[src/rtl/dest_sel_pipe.sv]
// Destination-register select and in-flight tracking pipeline with
// source-operand hazard detection against every valid stage.
module dest_sel_pipe #(
   parameter int W     = 5,
   parameter int N     = 4,
   parameter int DEPTH = 3
) (
   input  logic                                        clk,
   input  logic                                        rst,
   input  logic [N*W-1:0]                              data_in,
   input  logic [$clog2(N)-1:0]                        pos,
   input  logic                                        valid_in,
   input  logic                                        stall,
   input  logic                                        flush,
   input  logic [W-1:0]                                rs_addr,
   input  logic [W-1:0]                                rt_addr,
   output logic [W-1:0]                                data,
   output logic                                        valid_out,
   output logic [DEPTH*W-1:0]                          stage_addr,
   output logic [DEPTH-1:0]                            stage_valid,
   output logic                                        hazard_rs,
   output logic                                        hazard_rt,
   output logic [((DEPTH > 1) ? $clog2(DEPTH) : 1)-1:0] rs_dist,
   output logic [((DEPTH > 1) ? $clog2(DEPTH) : 1)-1:0] rt_dist
);

   localparam int PW = $clog2(N);
   localparam int DW = (DEPTH > 1) ? $clog2(DEPTH) : 1;

   logic [W-1:0]     r_addr [DEPTH];
   logic [DEPTH-1:0] r_valid;
   logic [W-1:0]     w_sel;
   logic             w_sel_ok;

   // Out-of-range selects produce address 0 and are captured as invalid.
   // NOTE: every always_comb output gets a default first so no latch is inferred.
   always_comb begin
      w_sel    = '0;
      w_sel_ok = 1'b0;
      for (int i = 0; i < N; i++) begin
         if (pos == PW'(i)) begin
            w_sel    = data_in[i*W +: W];
            w_sel_ok = 1'b1;
         end
      end
   end

   // NOTE: the stage array is small, so addresses are reset too; this keeps data=0 in reset.
   always_ff @(posedge clk or posedge rst) begin
      if (rst) begin
         for (int k = 0; k < DEPTH; k++) begin
            r_addr[k] <= '0;
         end
         r_valid <= '0;
      end else if (flush) begin
         r_valid <= '0;
      end else if (!stall) begin
         r_addr[0]  <= w_sel;
         r_valid[0] <= valid_in & w_sel_ok;
         for (int k = 1; k < DEPTH; k++) begin
            r_addr[k]  <= r_addr[k-1];
            r_valid[k] <= r_valid[k-1];
         end
      end
   end

   always_comb begin
      stage_addr = '0;
      for (int k = 0; k < DEPTH; k++) begin
         stage_addr[k*W +: W] = r_addr[k];
      end
   end

   assign stage_valid = r_valid;
   assign data        = r_addr[DEPTH-1];
   assign valid_out   = r_valid[DEPTH-1];

   // Scan from the oldest stage down so the nearest (lowest) match wins.
   always_comb begin
      hazard_rs = 1'b0;
      hazard_rt = 1'b0;
      rs_dist   = '0;
      rt_dist   = '0;
      for (int k = DEPTH - 1; k >= 0; k--) begin
         if (r_valid[k] && (r_addr[k] == rs_addr) && (rs_addr != '0)) begin
            hazard_rs = 1'b1;
            rs_dist   = DW'(k);
         end
         if (r_valid[k] && (r_addr[k] == rt_addr) && (rt_addr != '0)) begin
            hazard_rt = 1'b1;
            rt_dist   = DW'(k);
         end
      end
   end

endmodule

[config.mk]
export PLATFORM = sky130hd
export DESIGN_NAME = dest_sel_pipe
export DESIGN_NICKNAME = d
export VERILOG_FILES = /design/src/rtl/dest_sel_pipe.sv
export SDC_FILE = /design/constraint.sdc
export NUM_CORES = 1
export LEC_CHECK = 0
export BUFFER_PORTS_ARGS = -buffer_cell sky130_fd_sc_hd__buf_4
export CELL_PAD_IN_SITES_DETAIL_PLACEMENT = 0
export CELL_PAD_IN_SITES_GLOBAL_PLACEMENT = 2
export CORE_MARGIN = 8
export CORE_UTILIZATION = 25
export CTS_BUF_LIST = sky130_fd_sc_hd__clkbuf_4
export DETAILED_ROUTE_END_ITERATION = 16
export HOLD_SLACK_MARGIN = 0.12
export PLACE_DENSITY_LB_ADDON = 0.25
export SLEW_MARGIN = 25
export SYNTH_ARGS = -nofsm -noshare
export SYNTH_HDL_FRONTEND = slang
export SYNTH_SLANG_ARGS = --single-unit
[constraint.sdc]
create_clock -name clk -period 1.35 [get_ports clk]
set_input_delay 0.2025 -clock clk [delete_from_list [all_inputs] [get_ports clk]]
set_output_delay 0.2025 -clock clk [all_outputs]
set_load 0.01 [all_outputs]
# Word-level counts from Yosys, hierarchy flattened

Cells that the tools add are included.

Register bits: 18
Bits in latches: 0
Bits in writable memories: 0
ROM bits: 0
Input port bits: 37
Output and inout port bits: 30
Memories kept: 0

Add/subtract/negate cells: 0
$mul: 0
Divide/modulo/power cells: 0
Magnitude comparators: 0
Equality and inequality tests: 10
Shift operators: 0
Multiplexer cells: 22
Bitwise gates (word level): 3
Reduce and logical (&&, ||, !) cells: 16

Operators by type and width:

| cell                                          | count |
|---|---|
| == test 5 bit                                 | 6 |
| 2-to-1 mux 5 bit                              | 4 |
| logical AND 1 bit                             | 12 |
| 2-to-1 mux 2 bit                              | 6 |
| 2-to-1 mux 1 bit                              | 10 |
| nonzero test 5 bit                            | 2 |
| 2-to-1 mux 3 bit                              | 2 |
| == test 2 bit, second input constant          | 2 |
| == test 2 x 1 -> 1 bit, second input constant | 1 |
| logical NOT 2 bit                             | 1 |
| != test 2 x 1 -> 1 bit, second input constant | 1 |
| inverter 1 bit                                | 2 |
| AND reduction 2 bit                           | 1 |
| bitwise AND 1 bit                             | 1 |

# Longest topological paths before layout

Gate-level depths: netlist of run 1.

Depth after elaboration: 8
Mapped depth: 4
Mapped depth without buffers: 4

# Least setup slack after synthesis of run 1

No wires, ideal clock.

Kind: reg2out
Start point: register r_addr (netlist bit data[4])
End point: output rs_dist[1] (netlist bit)
Arrival time: 1385 ps
Slack: -237 ps
Stages on the path, launching flop included: 4
Buffers on the path: 0
Cell sequence: dfrtp_1 -> xor2_1 -> or4_4 -> nor3b_2

Longest elaborated chain between the ends: 6

Ends and longest elaborated chain:

| element                          | line | text |
|---|---|---|
| start: declaration               | 30   | `logic [W-1:0] r_addr [DEPTH];` |
| start signal: indexed assignment | 61   | `r_addr[k] <= r_addr[k-1];` |
| == test 5 bit                    | 85   | `if (r_valid[k] && (r_addr[k] == rs_addr) && (rs_addr != '0)) begin` |
| logical AND 1 bit (2 in series)  | 85   |  |
| 2-to-1 mux 2 bit (3 in series)   | 85   |  |
| end: declaration                 | 23   | `output logic [((DEPTH > 1) ? $clog2(DEPTH) : 1)-1:0] rs_dist,` |

No other way between the ends.

# Final worst setup path of run 1

Start point: register r_addr (netlist bit data[1])
End point: output rs_dist[1] (netlist bit)

The elaborated chain is that of the path after synthesis.

==> impl_metrics.tcl, run 1 <==
set metrics [dict create \
    htreeDepth 1 \
    fin_cells 273 \
    reg2reg_to "stage_addr[5]" \
    numCtsBuffers 3 \
    drc 0 \
    core_um2 5040 \
    fin_util 0.439 \
    vias_per_cell 4.36 \
    rrSetupSlack_ps 370 \
    grt_pass1_wl_mm 6.67 \
    cp.depth 5 \
    fin_hold_ws_ps 164 \
    wl_per_cell_um 14.8 \
    finalCritPeriodShare 1.47 \
    status "finished, violations left" \
    maxCapViolCount 0 \
    fmax_ghz 0.502 \
    finalInstanceArea_um2 2210 \
    fin_worst_skew_ps 4.34 \
    area_growth_pct 72.8 \
    crit_path_end "rs_dist[1]" \
    syn_area_um2 1280 \
    ys_seq_area_frac 0.352 \
    cts_tree "done" \
    async_flop_share 1.00 \
    portBuffers 66 \
    final-hold-violation-count 0 \
    path_cells "xnor2_1 -> nand4_1 -> or4_4 -> nor3b_4 -> buf_6" \
    grt-ovfl-total 0 \
    clockBufferDepth 2 \
    die_area_um2 7670 \
    initial_core_util 0.254 \
    worstSetupStartpointType "register" \
    cp-startpoint "data[1]" \
    synthFlopType "dfrtp_1" \
    syn_inst 110 \
    die_y_um 87.6 \
    track_usage 0.110 \
    dpl-instance-area_um2 2070 \
    avgSynthCellArea_um2 11.6 \
    critical-path-slowest-cell "or4_4" \
    hp-class "primary input to register" \
    antenna_cells 0 \
    drtIter0Drc 26 \
    drt-pass1-iter-count 4 \
    r2r-start "stage_addr[0]" \
    antenna_found_initial 0 \
    worst_pin_slew_ps 370 \
    synth_edf_count 0 \
    dp_cells 266 \
    clk_pin_slew_worst_paths_ps 100 \
    grt_max_degree 19 \
    cp-end-kind "output pin" \
    worstSkewPairLatency_ps 290 \
    timing.final.ws_setup_ps -641 \
    grt_pass1_vias 1406 \
    slew-limit-headroom 0.752 \
    syn_nets 147 \
    ant_nets 0 \
    ir_worst_vdd_mv 0.479 \
    final_nets 241 \
    floorplan.die.width_um 87.6 \
    critPathBufInv 1 \
    core.rowCount 26 \
    ios 67 \
    clock-sinks 18 \
    p_leak_nw 1.00 \
    drt_wl_total_mm 4.04 \
    synthTopCellsByArea "dfrtp_1, xnor2_1, mux2_2" \
    crit_arrival_ps 1790 \
    cts-root-buf "clkbuf_4" \
    crit_path_max_incr_delay_ps 450 \
    failed_checks "negative setup slack" \
    yosysTopAreaCell "dfrtp_1" \
    hpwlAfterDp_mm 3.50 \
    synth_common_cells "xnor2_1, dfrtp_1, mux2_2, xor2_1" \
    ys_ff_latch 18 \
    critical_path.max_fanout 3 \
    period_needed_ps 1990 \
    cp_top_family "simple AND/OR/NAND/NOR gates" \
    crit_type "register to output pin" \
    place.gp.congestion 0.815 \
    slew_viol_final 0 \
    via_count 1190 \
    finalSetupViolations 6 \
    r2r_cells 2 \
    rsz0062_at_grt "yes" \
    synth_cell_types 21 \
    synth_top_area_share 0.352 \
    worst_ep_required_time_ps 1150 \
    synth_most_common_cell "xnor2_1" \
    ys_warn_count 0 \
    drive_gt1_frac 0.704 \
    power.density_nw_per_um2 1110 \
]
-- routing by layer --
| metal | up-vias | track usage | routed length, um |
|---|---|---|---|
| met5 | - | 0 | 0 |
| met4 | 0 | 0.0297 | 27 |
| met3 | 4 | 0.0469 | 365 |
| met2 | 52 | 0.178 | 1890 |
| met1 | 558 | 0.130 | 1750 |
| li1 | 576 | - | - |
-- logic make-up (layout without fill, tap and decap cells) --
kind of cell / after synthesis / in the layout / share of synthesized area
xor gates and xnor gates: 30 / 30 / 0.205
DFF: 18 / 18 / 0.352
muxes: 23 / 23 / 0.243
buffers and inverters: 9 / 102 / 0.0449
and+or+nand+nor: 30 / 30 / 0.155
-- how the worst min path moves through the flow --
stage                     startpoint             end  slack, ps  depth (start not counted)
after floorplan                  rst         data[0]        140                          1
after global placement           rst         data[1]        250                          3
after detailed placement         rst   stage_addr[0]        260                          3
after CTS                   valid_in  stage_valid[0]        150                          3
after global routing        valid_in  stage_valid[0]        170                          3
final                       valid_in  stage_valid[0]        160                          3
-- sequential cells by signal, indices dropped and copies added, names as in the netlist --
register / flops
stage_valid: 3
data: 5
stage_addr: 10
-- worst register-to-register path, stage by stage, from the launching register on --
cell,delay [ps]
dfrtp_1,440
buf_4,170
mux2_2,260
-- area by class of cell --
cell class	instances	area, um^2
fillers	514	2830
flip-flops and latches	18	458
repair buffers	97	783
multi-input cells	83	855
clock inverters	1	3.75
well taps	70	87.6
inverters	1	3.75
clock buffers	3	22.5
-- metrics by stage --
step | worst slack, ps | total power, W | TNS, ps
3_3_place_gp | -342 | 0.00216 | -1830
6_report | -641 | 0.00247 | -3600
3_5_place_dp | -363 | 0.00216 | -1940
2_1_floorplan | -192 | 0.00146 | -808
5_1_grt | -748 | 0.00264 | -4240
4_1_cts | -666 | 0.00249 | -3720
-- cell usage in the layout (no fill, tap or decap), drive strengths merged, types with 3 or more instances in the layout --
cell,instances
xnor2,22
clkbuf,3
mux4,5
xor2,8
or4,6
nand4,6
buf,95
nor2,8
mux2i,3
mux2,15
dfrtp,18
-- report_power, final --
group / switching [W] / total [W] / internal (W)
logic: 0.000509 / 0.00134 / 0.000829
registers: 0.000177 / 0.000860 / 0.000683
clock network: 0.000160 / 0.000268 / 0.000107
-- timing repair --
action,CTS,global route
endpoints found under the hold margin,21,0
pin swaps,14,3
hold buffers,2,0
setup buffers,2,0
endpoints found under the setup margin,6,8
gates resized for setup,13,6
(Power assumes the default switching activity.)
==> run 2, diff against run 1 <==
--- a/config.mk
+++ b/config.mk
@@ -9,11 +9,11 @@
 export CELL_PAD_IN_SITES_DETAIL_PLACEMENT = 0
 export CELL_PAD_IN_SITES_GLOBAL_PLACEMENT = 2
 export CORE_MARGIN = 8
-export CORE_UTILIZATION = 25
+export CORE_UTILIZATION = 29
 export CTS_BUF_LIST = sky130_fd_sc_hd__clkbuf_4
 export DETAILED_ROUTE_END_ITERATION = 16
 export HOLD_SLACK_MARGIN = 0.12
-export PLACE_DENSITY_LB_ADDON = 0.25
+export PLACE_DENSITY = 0.86
 export SLEW_MARGIN = 25
 export SYNTH_ARGS = -nofsm -noshare
 export SYNTH_HDL_FRONTEND = slang
==> constraint.sdc (replaced) <==
create_clock -name clk -period 2.45 [get_ports clk]
set_input_delay 0.3675 -clock clk [delete_from_list [all_inputs] [get_ports clk]]
set_output_delay 0.3675 -clock clk [all_outputs]
set_load 0.01 [all_outputs]
==> run 2 against run 1 <==
The run now ends clean. Global-route usage rose by 0.95 points. Wire length is 0.57% lower. Combinational power down 60%. Worst setup slack improved by 870 ps. Clock power fell by 46%. Highest routed layer unchanged. Critical path depth is the same. Clock skew decreased by 0.77 ps. Die area decreased by 11%. Via count fell by 7.2%. Final cell count fell by 18%. Final area decreased by 18%.
==> impl_metrics.tcl, run 2 (synthesis results as in run 1) <==
set metrics [dict create \
    status "finished, final reports clean" \
    wl_per_cell_um 17.9 \
    dpl-instance-area_um2 1800 \
    multiInputGateArea_um2 773 \
    drt-pass1-iter-count 2 \
    via_count 1104 \
    tns_ps 0 \
    fillers 438 \
    ios 67 \
    portBuffers 66 \
    largest_reg_flops 10 \
    cp-startpoint "stage_addr[8]" \
    place.gp.congestion 0.807 \
    numCtsBuffers 3 \
    initial_core_util 0.298 \
    grt_max_degree 19 \
    postCtsSetupBuffers 0 \
    die_y_um 82.5 \
    cts_tree "done" \
    antenna_found_initial 0 \
    floorplan.die.width_um 82.5 \
    dp_slack_ps 402 \
    finalInstanceArea_um2 1820 \
    crit_path_max_incr_delay_ps 470 \
    path_cells "xnor2_1 -> nand4_1 -> or4_4 -> nor3b_2 -> buf_4" \
    htreeDepth 1 \
    worstSkewPairLatency_ps 290 \
    finalCritPeriodShare 0.905 \
    vias_per_cell 4.91 \
    layout_common_cells "buf_4, xnor2_1, dfrtp_1" \
    grt_pass1_wl_mm 6.42 \
    slew-limit-headroom 0.570 \
    cp_top_family "simple AND/OR/NAND/NOR gates" \
    hold_buffers 0 \
    drt_wl_total_mm 4.02 \
    critical_path.max_fanout 5 \
    worstSetupStartpointType "register" \
    final-hold-violation-count 0 \
    cp-end-kind "output pin" \
    antenna_cells 0 \
    clockBufferDepth 2 \
    cts_resized 0 \
    ant_nets 0 \
    r2r-start "stage_addr[5]" \
    crit_arrival_ps 1850 \
    drc 0 \
    die_area_um2 6800 \
    cts-root-buf "clkbuf_4" \
    core.rowCount 24 \
    grt-ovfl-total 0 \
    slew_viol_final 0 \
    fmax_ghz 0.451 \
    area_growth_pct 42.2 \
    finalSetupViolations 0 \
    clock-sinks 18 \
    hp-class "primary input to asynchronous set/reset pin" \
    drtIter0Drc 47 \
    track_usage 0.120 \
    rsz0062_at_grt "no" \
    critical-path-slowest-cell "dfrtp_1" \
    ir_worst_vdd_mv 0.204 \
    drive_gt1_frac 0.572 \
    critPathBufInv 1 \
    core_um2 4290 \
    period_needed_ps 2220 \
    fin_worst_skew_ps 3.57 \
    final_nets 211 \
    clk_pin_slew_worst_paths_ps 100 \
    fin_hold_ws_ps 159 \
    timing.final.ws_setup_ps 232 \
    final_common_cell "buf_4" \
    maxCapViolCount 0 \
    crit_type "register to output pin" \
    worst_pin_slew_ps 645 \
    hpwlAfterDp_mm 3.48 \
    fin_util 0.424 \
    p_leak_nw 0.812 \
    power.density_nw_per_um2 655 \
    grt_pass1_vias 1300 \
    regArea_um2 450 \
    worst_ep_required_time_ps 2080 \
]
## run 2: cell types whose count changed in the layout (fill, tap and decap cells not counted), moves of 4 or more
cell,delta
buf_4,-17
buf_6,-10
dfrtp_1,+6
dfrtp_2,-6
xnor2_1,+4
xnor2_2,-4
## run 2: stage by stage
step                power (W)  instances
detailed placement    0.00107        221
global route          0.00128        225
floorplan            0.000799        110
finish                0.00119        225
CTS                   0.00122        225
global placement      0.00106        221
## run 2: layout make-up
cell class,count,area share
repair buffers,67,0.276
clock inverters,1,0.00206
inverters,1,0.00206
multi-input cells,83,0.424
clock buffers,3,0.0124
flip-flops and latches,18,0.247
well taps,52,0.0357
## run 2: report_power, final
part,leakage (nW),internal [W],switching [W]
Clock,0.0154,0.0000592,0.0000853
Combinational,0.578,0.000327,0.000207
Sequential,0.218,0.000369,0.000145
## run 2: path summary, 6_finish.rpt
kind | depth (start not counted) | end | slack, ps
worst min-delay path | 2 | stage_addr[5] | 160
worst max register to register | 1 | data[0] | 1560
min in group clk | 2 | stage_valid[1] | 240
worst min register to register | 1 | stage_addr[9] | 660
max in group asynchronous | 2 | stage_addr[7] | 1880
worst max-delay path | 5 | rt_dist[1] | 230
## run 2: routing by layer
layer / vias up / share of wire / track usage
met5: - / 0 / 0
met4: 0 / 0.016 / 0.0456
met3: 6 / 0.10 / 0.0292
met2: 55 / 0.47 / 0.199
met1: 528 / 0.41 / 0.146
li1: 515 / - / -
